--- config.mk ---
export PLATFORM = sky130hd
export DESIGN_NAME = fetch_ctrl
export DESIGN_NICKNAME = d
export VERILOG_FILES = /design/src/rtl/fetch_ctrl.sv
export SDC_FILE = /design/constraint.sdc
export NUM_CORES = 1
export LEC_CHECK = 0
export BUFFER_PORTS_ARGS = -buffer_cell sky130_fd_sc_hd__buf_2
export CAP_MARGIN = 20
export CORE_AREA = 2 2 154 156
export CTS_CLUSTER_DIAMETER = 80
export CTS_CLUSTER_SIZE = 10
export DETAILED_ROUTE_END_ITERATION = 16
export DIE_AREA = 0 0 156 158
export PLACE_DENSITY = 0.73
export SETUP_SLACK_MARGIN = 0.02
export SYNTH_ARGS = -nofsm -noshare
export SYNTH_HDL_FRONTEND = slang
export SYNTH_SLANG_ARGS = --single-unit
export TNS_END_PERCENT = 30
--- constraint.sdc ---
create_clock -name clk -period 6.9 [get_ports clk]
set_input_delay 1.725 -clock clk [delete_from_list [all_inputs] [get_ports clk]]
set_output_delay 1.725 -clock clk [all_outputs]
set_load 0.01 [all_outputs]
--- src/rtl/fetch_ctrl.sv ---
// Instruction fetch sequencer: drives PC next-address/write-enable, issues imem
// requests one at a time, and fills the IF/ID boundary registers.
module fetch_ctrl #(
    parameter int ADDR_W  = 64,
    parameter int INSTR_W = 32,
    parameter int PC_STEP = 4
) (
    input  logic               clk,
    input  logic               reset,
    input  logic [ADDR_W-1:0]  pc_cur,
    output logic [ADDR_W-1:0]  pc_next,
    output logic               pc_write,
    input  logic               hazard_stall,
    input  logic               branch_taken,
    input  logic [ADDR_W-1:0]  branch_target,
    output logic               imem_req_valid,
    output logic [ADDR_W-1:0]  imem_req_addr,
    input  logic               imem_req_ready,
    input  logic               imem_resp_valid,
    input  logic [INSTR_W-1:0] imem_resp_data,
    output logic               if_valid,
    output logic [ADDR_W-1:0]  if_pc,
    output logic [INSTR_W-1:0] if_instr,
    output logic               flush
);

    typedef enum logic [2:0] {IDLE, REQ, WAIT, HOLD, DRAIN} state_e;

    localparam logic [ADDR_W-1:0] STEP  = ADDR_W'(PC_STEP);
    localparam logic [ADDR_W-1:0] ALIGN = ~ADDR_W'(3);

    state_e               state_q, state_d;
    logic [ADDR_W-1:0]    req_pc_q, req_pc_d;
    logic [INSTR_W-1:0]   buf_q, buf_d;
    logic                 if_valid_q, if_valid_d;
    logic [ADDR_W-1:0]    if_pc_q, if_pc_d;
    logic [INSTR_W-1:0]   if_instr_q, if_instr_d;
    logic                 redirect;
    logic                 deliver;
    logic [INSTR_W-1:0]   dlv_instr;

    always_ff @(posedge clk) begin
        if (reset) begin
            state_q    <= IDLE;
            req_pc_q   <= '0;
            buf_q      <= '0;
            if_valid_q <= 1'b0;
            if_pc_q    <= '0;
            if_instr_q <= '0;
        end else begin
            state_q    <= state_d;
            req_pc_q   <= req_pc_d;
            buf_q      <= buf_d;
            if_valid_q <= if_valid_d;
            if_pc_q    <= if_pc_d;
            if_instr_q <= if_instr_d;
        end
    end

    always_comb begin
        state_d        = state_q;
        req_pc_d       = req_pc_q;
        buf_d          = buf_q;
        deliver        = 1'b0;
        dlv_instr      = buf_q;
        redirect       = branch_taken && (state_q != IDLE);
        pc_next        = pc_cur;
        pc_write       = 1'b0;
        flush          = 1'b0;
        imem_req_valid = 1'b0;

        case (state_q)
            IDLE: state_d = REQ;
            REQ: begin
                imem_req_valid = !branch_taken;
                if (!branch_taken && imem_req_ready) begin
                    req_pc_d = pc_cur;
                    state_d  = WAIT;
                end
            end
            WAIT: begin
                if (redirect) begin
                    state_d = imem_resp_valid ? REQ : DRAIN;
                end else if (imem_resp_valid) begin
                    if (!hazard_stall) begin
                        deliver   = 1'b1;
                        dlv_instr = imem_resp_data;
                        state_d   = REQ;
                    end else begin
                        buf_d   = imem_resp_data;
                        state_d = HOLD;
                    end
                end
            end
            HOLD: begin
                if (redirect) begin
                    state_d = REQ;
                end else if (!hazard_stall) begin
                    deliver = 1'b1;
                    state_d = REQ;
                end
            end
            DRAIN: begin
                // A response coinciding with a redirect is the one being drained.
                if (imem_resp_valid) state_d = REQ;
            end
            default: state_d = IDLE;
        endcase

        if (redirect) begin
            pc_next  = branch_target & ALIGN;
            pc_write = 1'b1;
            flush    = 1'b1;
        end else if (deliver) begin
            pc_next  = req_pc_q + STEP;
            pc_write = 1'b1;
        end

        if (redirect)          if_valid_d = 1'b0;
        else if (deliver)      if_valid_d = 1'b1;
        else if (hazard_stall) if_valid_d = if_valid_q;
        else                   if_valid_d = 1'b0;
        if_pc_d    = deliver ? req_pc_q : if_pc_q;
        if_instr_d = deliver ? dlv_instr : if_instr_q;

        if (reset) begin
            pc_next        = '0;
            pc_write       = 1'b0;
            flush          = 1'b0;
            imem_req_valid = 1'b0;
        end
    end

    assign imem_req_addr = reset ? '0 : pc_cur;
    assign if_valid      = if_valid_q;
    assign if_pc         = if_pc_q;
    assign if_instr      = if_instr_q;

endmodule

# Word level (Yosys, flattened, before mapping)
# Cells that the tools add are included.
dict set report op_classes {
  bitwise_logic 1
  mux 31
  reduce_logical 9
  eq_ne 9
  n_addsub 1
}
# op n
set op_table {}
lappend op_table {{$mux W64} 4}
lappend op_table {{$mux W32} 4}
lappend op_table {{$add A64 B3 Y64 const B} 1}
lappend op_table {{$mux W3} 7}
lappend op_table {{$pmux W3 S5} 1}
lappend op_table {{$mux W1} 13}
lappend op_table {{$reduce_and A4 Y1} 2}
lappend op_table {{$eq A3 B2 Y1 const B} 2}
lappend op_table {{$ne A3 B3 Y1 const B} 2}
lappend op_table {{$ne A2 B2 Y1 const B} 2}
lappend op_table {{$eq A3 B1 Y1 const B} 1}
lappend op_table {{$eq A3 B3 Y1 const B} 1}
lappend op_table {{$logic_not A3 Y1} 1}
lappend op_table {{$reduce_bool A3 Y1} 1}
lappend op_table {{$logic_and A1 B1 Y1} 2}
lappend op_table {{$mux W2} 1}
lappend op_table {{$ne A2 B1 Y1 const B} 1}
lappend op_table {{$pmux W1 S2} 1}
lappend op_table {{$reduce_and A2 Y1} 1}
lappend op_table {{$reduce_or A2 Y1} 1}
lappend op_table {{$logic_not A1 Y1} 1}
lappend op_table {{$not A1 Y1} 1}
dict set report totals {
  ff_bits 196
  input_bits 166
  wordCells 57
}

# Depth between registers and ports, before layout
# Gate-level depths: netlist of the first run.
dict set report logic_depth {
  depth_word 7
  mapped_depth 8
}

# Least setup slack after synthesis of the first run
# Ideal clock, no wire load.
dict set report synth_path {
  path_kind {input-to-output}
  start {input branch_taken}
  end {output pc_next[3]}
  path_stages 6
  n_path_buf 2
  setup_slack_ps 1882
  t_arrival_ps 3293
  t_required_ps 5175
  path_cell_list {nand2b_1 -> nor4_2 -> clkbuf_8 -> clkbuf_1 -> nand2_1 -> a311oi_1}
}
dict set report synth_via {
  elab_chain_cells 6
}
# element line
set synth_rtl {}
lappend synth_rtl {{start, declared} 14} ;# input logic branch_taken,
lappend synth_rtl {{$logic_and A1 B1 Y1 *} 66} ;# redirect = branch_taken && (state_q != IDLE);
lappend synth_rtl {{$mux W1, on equally long branches} {96, 82}}
lappend synth_rtl {{$pmux W1 S2} 72} ;# case (state_q)
lappend synth_rtl {{$mux W64} 114} ;# end else if (deliver) begin
lappend synth_rtl {{$mux W64 *} 110} ;# if (redirect) begin
lappend synth_rtl {{$mux W64 *} 126} ;# if (reset) begin
lappend synth_rtl {{end, declared} 11} ;# output logic [ADDR_W-1:0] pc_next,
# Mark *: on every way between the ends. The rest lies on a longest branch, timed or not.

# Final worst setup path of the first run
dict set report layout_path {
  start {input branch_taken}
  end {output pc_next[48]}
}
# Same word-level chain as after synthesis.

==> results of run 1 <==
## where the power goes
part	switching (W)	internal, W	total, W
registers	0.0000328	0.00116	0.00119
clock network	0.000528	0.000502	0.00103
logic	0.000254	0.000164	0.000419
total	0.000815	0.00182	0.00264
## cells by family (layout without fill, tap and decap cells)
kind of cell / after synthesis / in the layout / share of synthesized area, %
buffers and inverters: 123 / 453 / 5.242
muxes: 32 / 32 / 3.180
adders and majority gates: 1 / 1 / 0.1242
and+or+nand+nor: 621 / 621 / 28.15
DFF: 196 / 196 / 38.96
xor gates and xnor gates: 59 / 59 / 5.130
other: 0 / 1 / 0
AOI/OAI and AO/OA: 335 / 335 / 19.22
## flip-flops by register name, indices dropped and copies added (netlist names)
name	cells
if_pc	64
if_instr	32
if_valid	1
req_pc_q	64
buf_q	32
state_q	3
## layer usage
layer	vias to the layer above	wire, µm	GRT usage [%]
li1	5286	-	-
met1	4987	14550	34.00
met2	436	15750	42.92
met3	39	2541	6.351
met4	2	593	7.383
met5	-	11	0
## path summary, 6_finish.rpt
path                                              start                      to
worst max-delay path                       branch_taken             pc_next[48]
worst min-delay path             if_pc[63]$_SDFFE_PP0P_  if_pc[63]$_SDFFE_PP0P_
worst max register to register  state_q[1]$_SDFFE_PP0P_  if_pc[39]$_SDFFE_PP0P_
worst min register to register   if_pc[63]$_SDFFE_PP0P_  if_pc[63]$_SDFFE_PP0P_
## through the flow
stage	hold WS (ps)	power [W]
floorplan	436.0	0.001440
finish	454.1	0.002638
CTS	454.4	0.002659
global placement	439.4	0.001629
detailed placement	443.1	0.001634
global route	469.6	0.002755
## cell usage in the layout (no fill, tap or decap), drive strengths merged, types with 14 or more instances in the layout
| master | netlist | routed |
|---|---|---|
| buf | 18 | 406 |
| nand2 | 371 | 371 |
| dfxtp | 196 | 196 |
| a21oi | 185 | 185 |
| nor2 | 72 | 72 |
| nor2b | 65 | 65 |
| xnor2 | 45 | 45 |
| o21ai | 44 | 44 |
| a22oi | 43 | 43 |
| a211oi | 40 | 40 |
| mux2i | 32 | 32 |
| nand3 | 27 | 27 |
| nor3 | 23 | 23 |
| nand4 | 20 | 20 |
| inv | 15 | 20 |
| clkbuf | 90 | 17 |
| nor4 | 16 | 16 |
| xor2 | 14 | 14 |
## layout make-up
type,count,area (µm²),area share [%]
multi-input cells,1048,5670,44.47
flip-flops and latches,196,3924,30.77
repair buffers,406,2105,16.50
clock buffers,17,425.4,3.336
well taps,290,362.8,2.845
clock inverters,15,206.4,1.619
inverters,15,56.30,0.4415
diodes,1,2.502,0.01962
## synthesized netlist by cell type, types with 4 or more instances
library cell	instances	area [µm²]
sky130_fd_sc_hd__nor2_1	71	266.5
sky130_fd_sc_hd__buf_2	12	60.06
sky130_fd_sc_hd__nor4_2	4	50.05
sky130_fd_sc_hd__a21oi_1	185	925.9
sky130_fd_sc_hd__nand3_1	25	125.1
sky130_fd_sc_hd__clkbuf_8	4	55.05
sky130_fd_sc_hd__buf_1	4	15.01
sky130_fd_sc_hd__dfxtp_1	196	3924
sky130_fd_sc_hd__nor3_1	22	110.1
sky130_fd_sc_hd__o22ai_1	9	56.30
sky130_fd_sc_hd__clkbuf_1	86	322.8
sky130_fd_sc_hd__and2_1	4	25.02
sky130_fd_sc_hd__a211oi_1	40	300.3
sky130_fd_sc_hd__xor2_1	14	122.6
sky130_fd_sc_hd__nor4_1	10	62.56
sky130_fd_sc_hd__o21ai_1	12	60.06
sky130_fd_sc_hd__nand4_1	17	106.4
sky130_fd_sc_hd__nand2_1	371	1393
sky130_fd_sc_hd__mux2i_1	32	320.3
sky130_fd_sc_hd__xnor2_1	45	394.1
sky130_fd_sc_hd__o21ai_0	32	160.2
sky130_fd_sc_hd__nor2b_1	65	406.6
sky130_fd_sc_hd__inv_1	15	56.30
sky130_fd_sc_hd__or3_1	6	37.54
sky130_fd_sc_hd__a22oi_1	43	322.8
sky130_fd_sc_hd__nand2b_1	4	25.02
## worst max-delay path, stage by stage
cell and delay (ps):
sky130_fd_sc_hd__buf_2 160, sky130_fd_sc_hd__nand2b_1 230, sky130_fd_sc_hd__or4_2 1000, sky130_fd_sc_hd__buf_4 410
sky130_fd_sc_hd__a32oi_1 240, sky130_fd_sc_hd__o21ai_1 80, sky130_fd_sc_hd__buf_2 140
==> flow_summary_export.csv, run 1 <==
group,metric,value,unit
clock_network,ctsLongestPathBuffers,2,
global_route,grt_use_total,26.03,%
timing,final-max-slew-violation-count,0,
timing,max_clock_freq,0.1744,GHz
synthesis,top_flip_flop_cell_by_instance_count_after_synthesis,"sky130_fd_sc_hd__dfxtp_1",
routing,wirelength_routed,33450,µm
placement,detailedPlacementHpwl,23740,µm
routing,via_per_inst,5.407,
setup_path,worstSetupEndpointType,"output port",
timing,final_min_period_over_clock_period,83.12,%
min_path,holdPathStages,2,
synthesis,post_synth.cell_area_avg,7.368,µm²
synthesis,yosys_warning_count,0,
final_layout,layout.core_utilization,55.32,%
final_layout,final_cell_count_no_fill,1988,
global_route,first_global_vias,9653,
timing,rsz0062_at_grt,"false",
clock_network,cts_root_buffer,"sky130_fd_sc_hd__clkbuf_16",
timing,worst_slew_margin_rel,32.65,%
setup_path,ff2ff_path_depth,5,
clock_network,cts_tree,"built",
global_route,wire_length_of_the_first_global_routing_pass,51010,µm
status,outcome,"complete, no violations",
floorplan,die-area,0.02465,mm²
job,max_cap_viol_count,0,
floorplan,chipWidth,156,µm
setup_path,crit_required,5180,ps
timing,number_of_failing_hold_endpoints_at_the_final_stage,0,
routing,initialDrtViolationCount,870,
routing,drt-wirelength-per-cell,16.83,µm
timing,final.setup.tns,0,ps
timing,final.setup.worst_slack,1165,ps
clock_network,cts_hold_buf,0,
synthesis,async_flop_share,0,%
floorplan,initial_core_util,43.69,%
setup_path,crit_path_start_kind,"primary input",
timing,worst_skew,12.22,ps
global_route,grt_max_degree,191,
placement,numPlacedInstances,1955,
placement,numPortBuffers,391,
timing,timing.final.crit_period,5735,ps
clock_network,worst_setup_hold_path_clk_slew,70,ps
pwr,vdd_ir_drop_max,0.1621,mV
global_route,grt_overflow,0,
clock_network,tritoncts_buffer_count,17,
placement,final_weighted_congestion_in_routability_driven_placement,0.8502,
setup_path,worst-setup-path-type,"primary input to output port",
synthesis,synthesis.nets,1534,
clock_network,clock_tree.htree_level_count,4,
min_path,min-delay-path-class,"flop to flop",
routing,num_vias,10750,
timing,worst_slew_pin_slew,1010,ps
clock_network,clk_lat_worst_skew,430,ps
global_route,number_of_antenna_violations_at_the_first_check_in_global_routing,1,
synthesis,ys_types,52,
final_layout,area_growth,26.61,%
routing,detail_route.drc_violations,0,
final_layout,nFillCells,2261,
routing,detail_route.first_pass.iterations,5,
placement,postPlaceCellArea,0.01212,mm²
clock_network,post-cts-setup-buffer-count,0,
final_layout,drive_gt1_share,27.46,%
pwr,power.density,206.8,mW/mm²
floorplan,ios,394,
setup_path,worst_ep_arrival_time,4010,ps
placement,place_ws,1184,ps
synthesis,synthesis.area,0.01007,mm²
final_layout,design.final.nets,1851,
floorplan,fp.coreArea,0.02305,mm²
clock_network,postCtsResizedCells,0,
synthesis,synth_cells,1367,
clock_network,cts.sinks,196,
setup_path,ff2ff_setup_slack,4370,ps
synthesis,synth_enable_flop_cells,0,
timing,finalSetupViolations,0,
synthesis,number_of_synthesized_register_bits,196,
setup_path,critical_path_peak_fanout,35,
synthesis,synth.yosys.seq_area_share,38.96,%
pwr,power.static_leakage,5.211,nW
floorplan,die_y,158,µm
routing,drtAntennaViolNets,0,
floorplan,num_rows,56,
final_layout,final_design_area_no_fill,0.01275,mm²
(Power assumes the default switching activity.)
==> run 2, diff against run 1 <==
- CORE_AREA: 2 2 154 156 -> default
- CORE_UTILIZATION: default -> 45
- DIE_AREA: 0 0 156 158 -> default
- PLACE_DENSITY: 0.73 -> 0.78
- clock period: 6.9 -> 4.62 ns (I/O delays scaled with it)
==> flow_summary_export.csv, run 2 (synthesis results as in run 1) <==
group,metric,value,unit
status,outcome,"complete, no violations",
global_route,grt_overflow,0,
clock_network,postCtsResizedCells,0,
routing,num_vias,10850,
timing,hold-worst-slack,453.9,ps
clock_network,ctsLongestPathBuffers,2,
global_route,grt_max_degree,169,
routing,initialDrtViolationCount,822,
global_route,grt_use_total,27.53,%
timing,worst_slew_pin_slew,998.7,ps
routing,detail_route.drc_violations,0,
clock_network,clock_tree.htree_level_count,4,
timing,finalSetupViolations,0,
placement,numPortBuffers,391,
setup_path,critical_path_peak_fanout,8,
clock_network,cts_root_buffer,"sky130_fd_sc_hd__clkbuf_16",
clock_network,cts.sinks,196,
clock_network,post-cts-setup-buffer-count,0,
timing,final.setup.tns,0,ps
clock_network,cts_tree,"built",
timing,rsz0062_at_grt,"false",
timing,worst_slew_margin_rel,33.42,%
floorplan,die-area,0.02299,mm²
timing,number_of_failing_hold_endpoints_at_the_final_stage,0,
floorplan,ios,394,
timing,worst_skew,14.77,ps
final_layout,final_common_cell,"sky130_fd_sc_hd__buf_2",
timing,timing.final.crit_period,4336,ps
routing,wirelength_routed,33200,µm
pwr,report.power.total,0.003912,W
floorplan,num_rows,54,
routing,drtAntennaViolNets,0,
routing,drt-wirelength-per-cell,16.70,µm
clock_network,worst_setup_hold_path_clk_slew,80,ps
floorplan,chipWidth,151.6,µm
placement,final_weighted_congestion_in_routability_driven_placement,0.8773,
setup_path,worst-setup-path-type,"flop to output port",
setup_path,worst_ep_arrival_time,3180,ps
routing,detail_route.first_pass.iterations,5,
final_layout,layout.cells.most_common_list,"390 x sky130_fd_sc_hd__buf_2, 370 x sky130_fd_sc_hd__nand2_1, 196 x sky130_fd_sc_hd__dfxtp_1",
timing,final.setup.worst_slack,283.9,ps
job,max_cap_viol_count,0,
pwr,power.density,306.2,mW/mm²
timing,final_min_period_over_clock_period,93.85,%
min_path,min-delay-path-class,"flop to flop",
placement,detailedPlacementHpwl,23360,µm
setup_path,worstSetupEndpointType,"output port",
placement,place_ws,400.3,ps
global_route,wire_length_of_the_first_global_routing_pass,49290,µm
final_layout,drive_gt1_share,27.84,%
floorplan,initial_core_util,46.01,%
timing,final-max-slew-violation-count,0,
clock_network,clk_lat_worst_skew,440,ps
setup_path,crit_required,3460,ps
pwr,power.static_leakage,5.243,nW
global_route,first_global_vias,9534,
floorplan,fp.coreArea,0.02189,mm²
timing,max_clock_freq,0.2306,GHz
routing,via_per_inst,5.457,
clock_network,tritoncts_buffer_count,17,
final_layout,design.final.nets,1860,
global_route,number_of_antenna_violations_at_the_first_check_in_global_routing,3,
final_layout,area_growth,26.87,%
pwr,vdd_ir_drop_max,0.2515,mV
clock_network,cts_hold_buf,0,
setup_path,crit_path_start_kind,"flop",
floorplan,die_y,151.6,µm
final_layout,layout.core_utilization,58.37,%
==> run 2: per-layer routing <==
layer	part of all wire [%]	global-route usage [%]
met3	8.4	5.898
met5	0.060	0
met1	41	34.67
met4	1.7	8.564
met2	49	46.76
==> run 2: final timing paths <==
kind	startpoint	to	slack, ps	depth (start not counted)
worst max-delay path	req_pc_q[2]$_SDFFE_PP0P_	pc_next[54]	280	8
worst min register to register	if_pc[52]$_SDFFE_PP0P_	if_pc[52]$_SDFFE_PP0P_	450	2
worst min-delay path	if_pc[52]$_SDFFE_PP0P_	if_pc[52]$_SDFFE_PP0P_	450	2
worst max register to register	state_q[2]$_SDFFE_PP0P_	req_pc_q[26]$_SDFFE_PP0P_	2130	6
==> run 2: layout make-up <==
| cell class | count | area (µm²) |
|---|---|---|
| clock inverter | 15 | 185.2 |
| inverter | 15 | 56.30 |
| multi-input combinational | 1048 | 5662 |
| antenna | 2 | 5.005 |
| clock buffer | 17 | 425.4 |
| tap | 280 | 350.3 |
| timing repair buffer | 415 | 2171 |
| sequential | 196 | 3924 |
| fill | 2046 | 9112 |
==> run 2: worst max-delay path: stages, from the launching register on <==
cell,delay (ps)
sky130_fd_sc_hd__dfxtp_1,480
sky130_fd_sc_hd__ha_1,340
sky130_fd_sc_hd__nand3_1,140
sky130_fd_sc_hd__nor3_1,420
sky130_fd_sc_hd__nand3_1,450
sky130_fd_sc_hd__nor4_1,470
sky130_fd_sc_hd__xnor2_1,190
sky130_fd_sc_hd__o21ai_1,80
sky130_fd_sc_hd__buf_2,150
==> run 2: per-stage QoR <==
step | std cells | instance area (µm²)
final | 1988 | 12780
after global routing | 1986 | 12770
after CTS | 1986 | 12770
after detailed placement | 1954 | 12160
after global placement | 1953 | 12160
after floorplan | 1367 | 10070
==> run 2: power by group <==
part / internal, W / leakage [nW] / total (W) / switching, W
clock: 0.000737 / 0.289 / 0.00150 / 0.000767
sequential: 0.00173 / 1.58 / 0.00177 / 0.0000480
combinational: 0.000251 / 3.37 / 0.000634 / 0.000383
==> run 3, diff against run 2 <==
- CAP_MARGIN: 20 -> 30
- clock period: 4.62 -> 3.9 ns (I/O delays scaled with it)
==> flow_summary_export.csv, run 3 (synthesis results as in run 1) <==
group,metric,value,unit
pwr,report.power.total,0.004710,W
floorplan,initial_core_util,46.01,%
min_path,worst_hold_path.endpoint,"if_pc[46]$_SDFFE_PP0P_",
min_path,min-delay-path-class,"flop to flop",
timing,rsz0062_at_grt,"true",
pwr,int_power,0.003260,W
placement,final_weighted_congestion_in_routability_driven_placement,0.8711,
timing,final_min_period_over_clock_period,96.77,%
final_layout,design.final.nets,1874,
global_route,gr-max-usage-layer,"met2",
timing,max_clock_freq,0.2650,GHz
timing,worst_slew_margin_rel,48.66,%
pwr,power_frac_seq,44.6,%
clock_network,tritoncts_buffer_count,17,
clock_network,clock_tree.htree_level_count,4,
setup_path,critical_path.slowest_cell,"sky130_fd_sc_hd__nor4_4",
floorplan,ios,394,
setup_path,worst_flop_to_flop_path_startpoint,"state_q[1]$_SDFFE_PP0P_",
clock_network,cts_root_buffer,"sky130_fd_sc_hd__clkbuf_16",
clock_network,worst_setup_hold_path_clk_slew,80,ps
timing,final-max-slew-violation-count,0,
pwr,power.static_leakage,5.394,nW
routing,via_per_inst,5.487,
timing,number_of_failing_hold_endpoints_at_the_final_stage,0,
setup_path,crit_buf_inv,5,
global_route,wire_length_of_the_first_global_routing_pass,50140,µm
global_route,groute.layer.met1.usage,35.75,%
routing,wirelength_routed,33350,µm
final_layout,final_cell_count_no_fill,2001,
min_path,worst_hold_startpoint,"if_pc[46]$_SDFFE_PP0P_",
final_layout,area_growth,29.70,%
final_layout,final_common_cell,"sky130_fd_sc_hd__buf_2",
floorplan,chipWidth,151.6,µm
global_route,grt.met3_usage,5.479,%
pwr,clkPwrFrac,38.9,%
timing,final.setup.tns,0,ps
status,outcome,"complete, no violations",
setup_path,r2r_end,"if_instr[21]$_SDFFE_PP0P_",
pwr,combinationalPowerShare,16.5,%
setup_path,worst_ep_arrival_time,2800,ps
setup_path,worstSetupEndpointType,"output port",
routing,initialDrtViolationCount,749,
global_route,grt_max_degree,167,
floorplan,fp.coreArea,0.02189,mm²
timing,worst_skew,21.19,ps
setup_path,critical-path-max-stage-delay,290,ps
setup_path,ff2ff_path_depth,7,
global_route,grt_use_total,27.70,%
final_layout,layout.cells.most_common_list,"390 x sky130_fd_sc_hd__buf_2, 370 x sky130_fd_sc_hd__nand2_1, 195 x sky130_fd_sc_hd__dfxtp_1",
routing,detail_route.first_pass.iterations,5,
timing,worst_slew_pin_slew,770.1,ps
setup_path,crit_required,2920,ps
job,max_cap_viol_count,0,
routing,detail_route.drc_violations,0,
global_route,number_of_antenna_violations_at_the_first_check_in_global_routing,1,
setup_path,crit_path_cell_trace,"buf_2 -> nand2b_1 -> buf_4 -> nor4_4 -> buf_4 -> nand2_1 -> buf_4 -> o21ai_0 -> buf_2",
setup_path,timing.critical_path.max_delay_family,"buffers and inverters",
setup_path,crit_path_start_kind,"primary input",
pwr,netSwitchingPower,0.001450,W
placement,numPortBuffers,391,
timing,timing.final.crit_period,3774,ps
timing,finalSetupViolations,0,
clock_network,cts.sinks,196,
clock_network,cts_tree,"built",
floorplan,num_rows,54,
pwr,sw_frac_of_total,30.79,%
routing,num_vias,10980,
final_layout,nFillCells,2040,
setup_path,ff2ff_setup_slack,1710,ps
global_route,first_global_vias,9710,
global_route,grt_overflow,0,
clock_network,ctsLongestPathBuffers,2,
routing,drt-wirelength-per-cell,16.67,µm
clock_network,clk_lat_worst_skew,430,ps
pwr,power.density,360.5,mW/mm²
floorplan,die_y,151.6,µm
routing,drtAntennaViolNets,0,
final_layout,drive_gt1_share,29.07,%
placement,numPlacedInstances,1963,
setup_path,crit_path_frequent_cell,"sky130_fd_sc_hd__buf_4",
global_route,grt_util_met2,46.30,%
setup_path,critical_path_peak_fanout,26,
placement,detailedPlacementHpwl,23420,µm
pwr,vdd_ir_drop_max,0.2778,mV
floorplan,die-area,0.02299,mm²
min_path,holdPathStages,2,
setup_path,worst-setup-path-type,"primary input to output port",
[run 3: changes by cell type in the layout (fill, tap and decap cells not counted), sizes merged]
cell	change
buf	+14
clkinvlp	-2
inv	+4
diode	-1
clkinv	-2
[run 3: cell type report]
cell class | instances | area, µm² | share of cell area [%]
well taps | 280 | 350.3 | 2.682
multi-input cells | 1048 | 5732 | 43.88
flip-flops and latches | 196 | 3925 | 30.04
clock inverters | 15 | 209.0 | 1.599
clock buffers | 17 | 425.4 | 3.256
inverters | 15 | 56.30 | 0.4310
diodes | 1 | 2.502 | 0.01916
repair buffers | 429 | 2364 | 18.09
[run 3: worst max-delay path by stage]
stage / startpoint / endpoint / slack, ps / cells past startpoint
CTS: req_pc_q[4]$_SDFFE_PP0P_ / pc_next[57] / 40 / 7
global route: branch_taken / pc_next[63] / 1 / 9
finish: branch_taken / pc_next[63] / 130 / 9
floorplan: branch_taken / pc_next[3] / 380 / 6
global placement: branch_taken / pc_next[63] / 110 / 9
detailed placement: branch_taken / pc_next[63] / 90 / 9
[run 3: timing repair]
action / CTS / global route
resized for setup: 2 / 12
hold buffers: 0 / 0
setup buffers: 0 / 4
endpoints found under the setup margin: 8 / 17
pin swaps: 2 / 3
[run 3: through the flow]
stage                     util, %  cell area (µm²)  worst slack [ps]  hold slack (ps)
final                       59.68            13060             126.1            454.8
after global routing        59.67            13060             1.094            466.5
after CTS                   59.16            12950             39.02            455.2
after detailed placement    56.21            12310             93.16            443.4
after global placement      56.21            12310             109.9            439.9
after floorplan                 -            10070             381.5            436.0
[run 3: power by group through the flow]
stage / clock, W / sequential (W) / combinational, W
4_1_cts: 0.00187 / 0.00210 / 0.000770
3_5_place_dp: 0 / 0.00215 / 0.000768
2_1_floorplan: 0 / 0.00213 / 0.000414
3_3_place_gp: 0 / 0.00214 / 0.000757
5_1_grt: 0.00195 / 0.00211 / 0.000855
6_report: 0.00183 / 0.00210 / 0.000775
[run 3: metal layers]
| layer | share of wire (%) | routed length (µm) | up-vias |
|---|---|---|---|
| met5 | 0 | 0 | - |
| met4 | 2.0 | 681 | 0 |
| met3 | 7.6 | 2548 | 46 |
| met2 | 48 | 16090 | 460 |
| met1 | 42 | 14030 | 5144 |
| li1 | - | - | 5330 |
[run 3: worst register-to-register path: stages (launching register included)]
cell	delay [ps]
sky130_fd_sc_hd__dfxtp_1	540
sky130_fd_sc_hd__nand2b_1	120
sky130_fd_sc_hd__buf_4	170
sky130_fd_sc_hd__nor4_4	290
sky130_fd_sc_hd__buf_12	250
sky130_fd_sc_hd__buf_4	420
sky130_fd_sc_hd__nor2_1	100
sky130_fd_sc_hd__a211oi_1	230
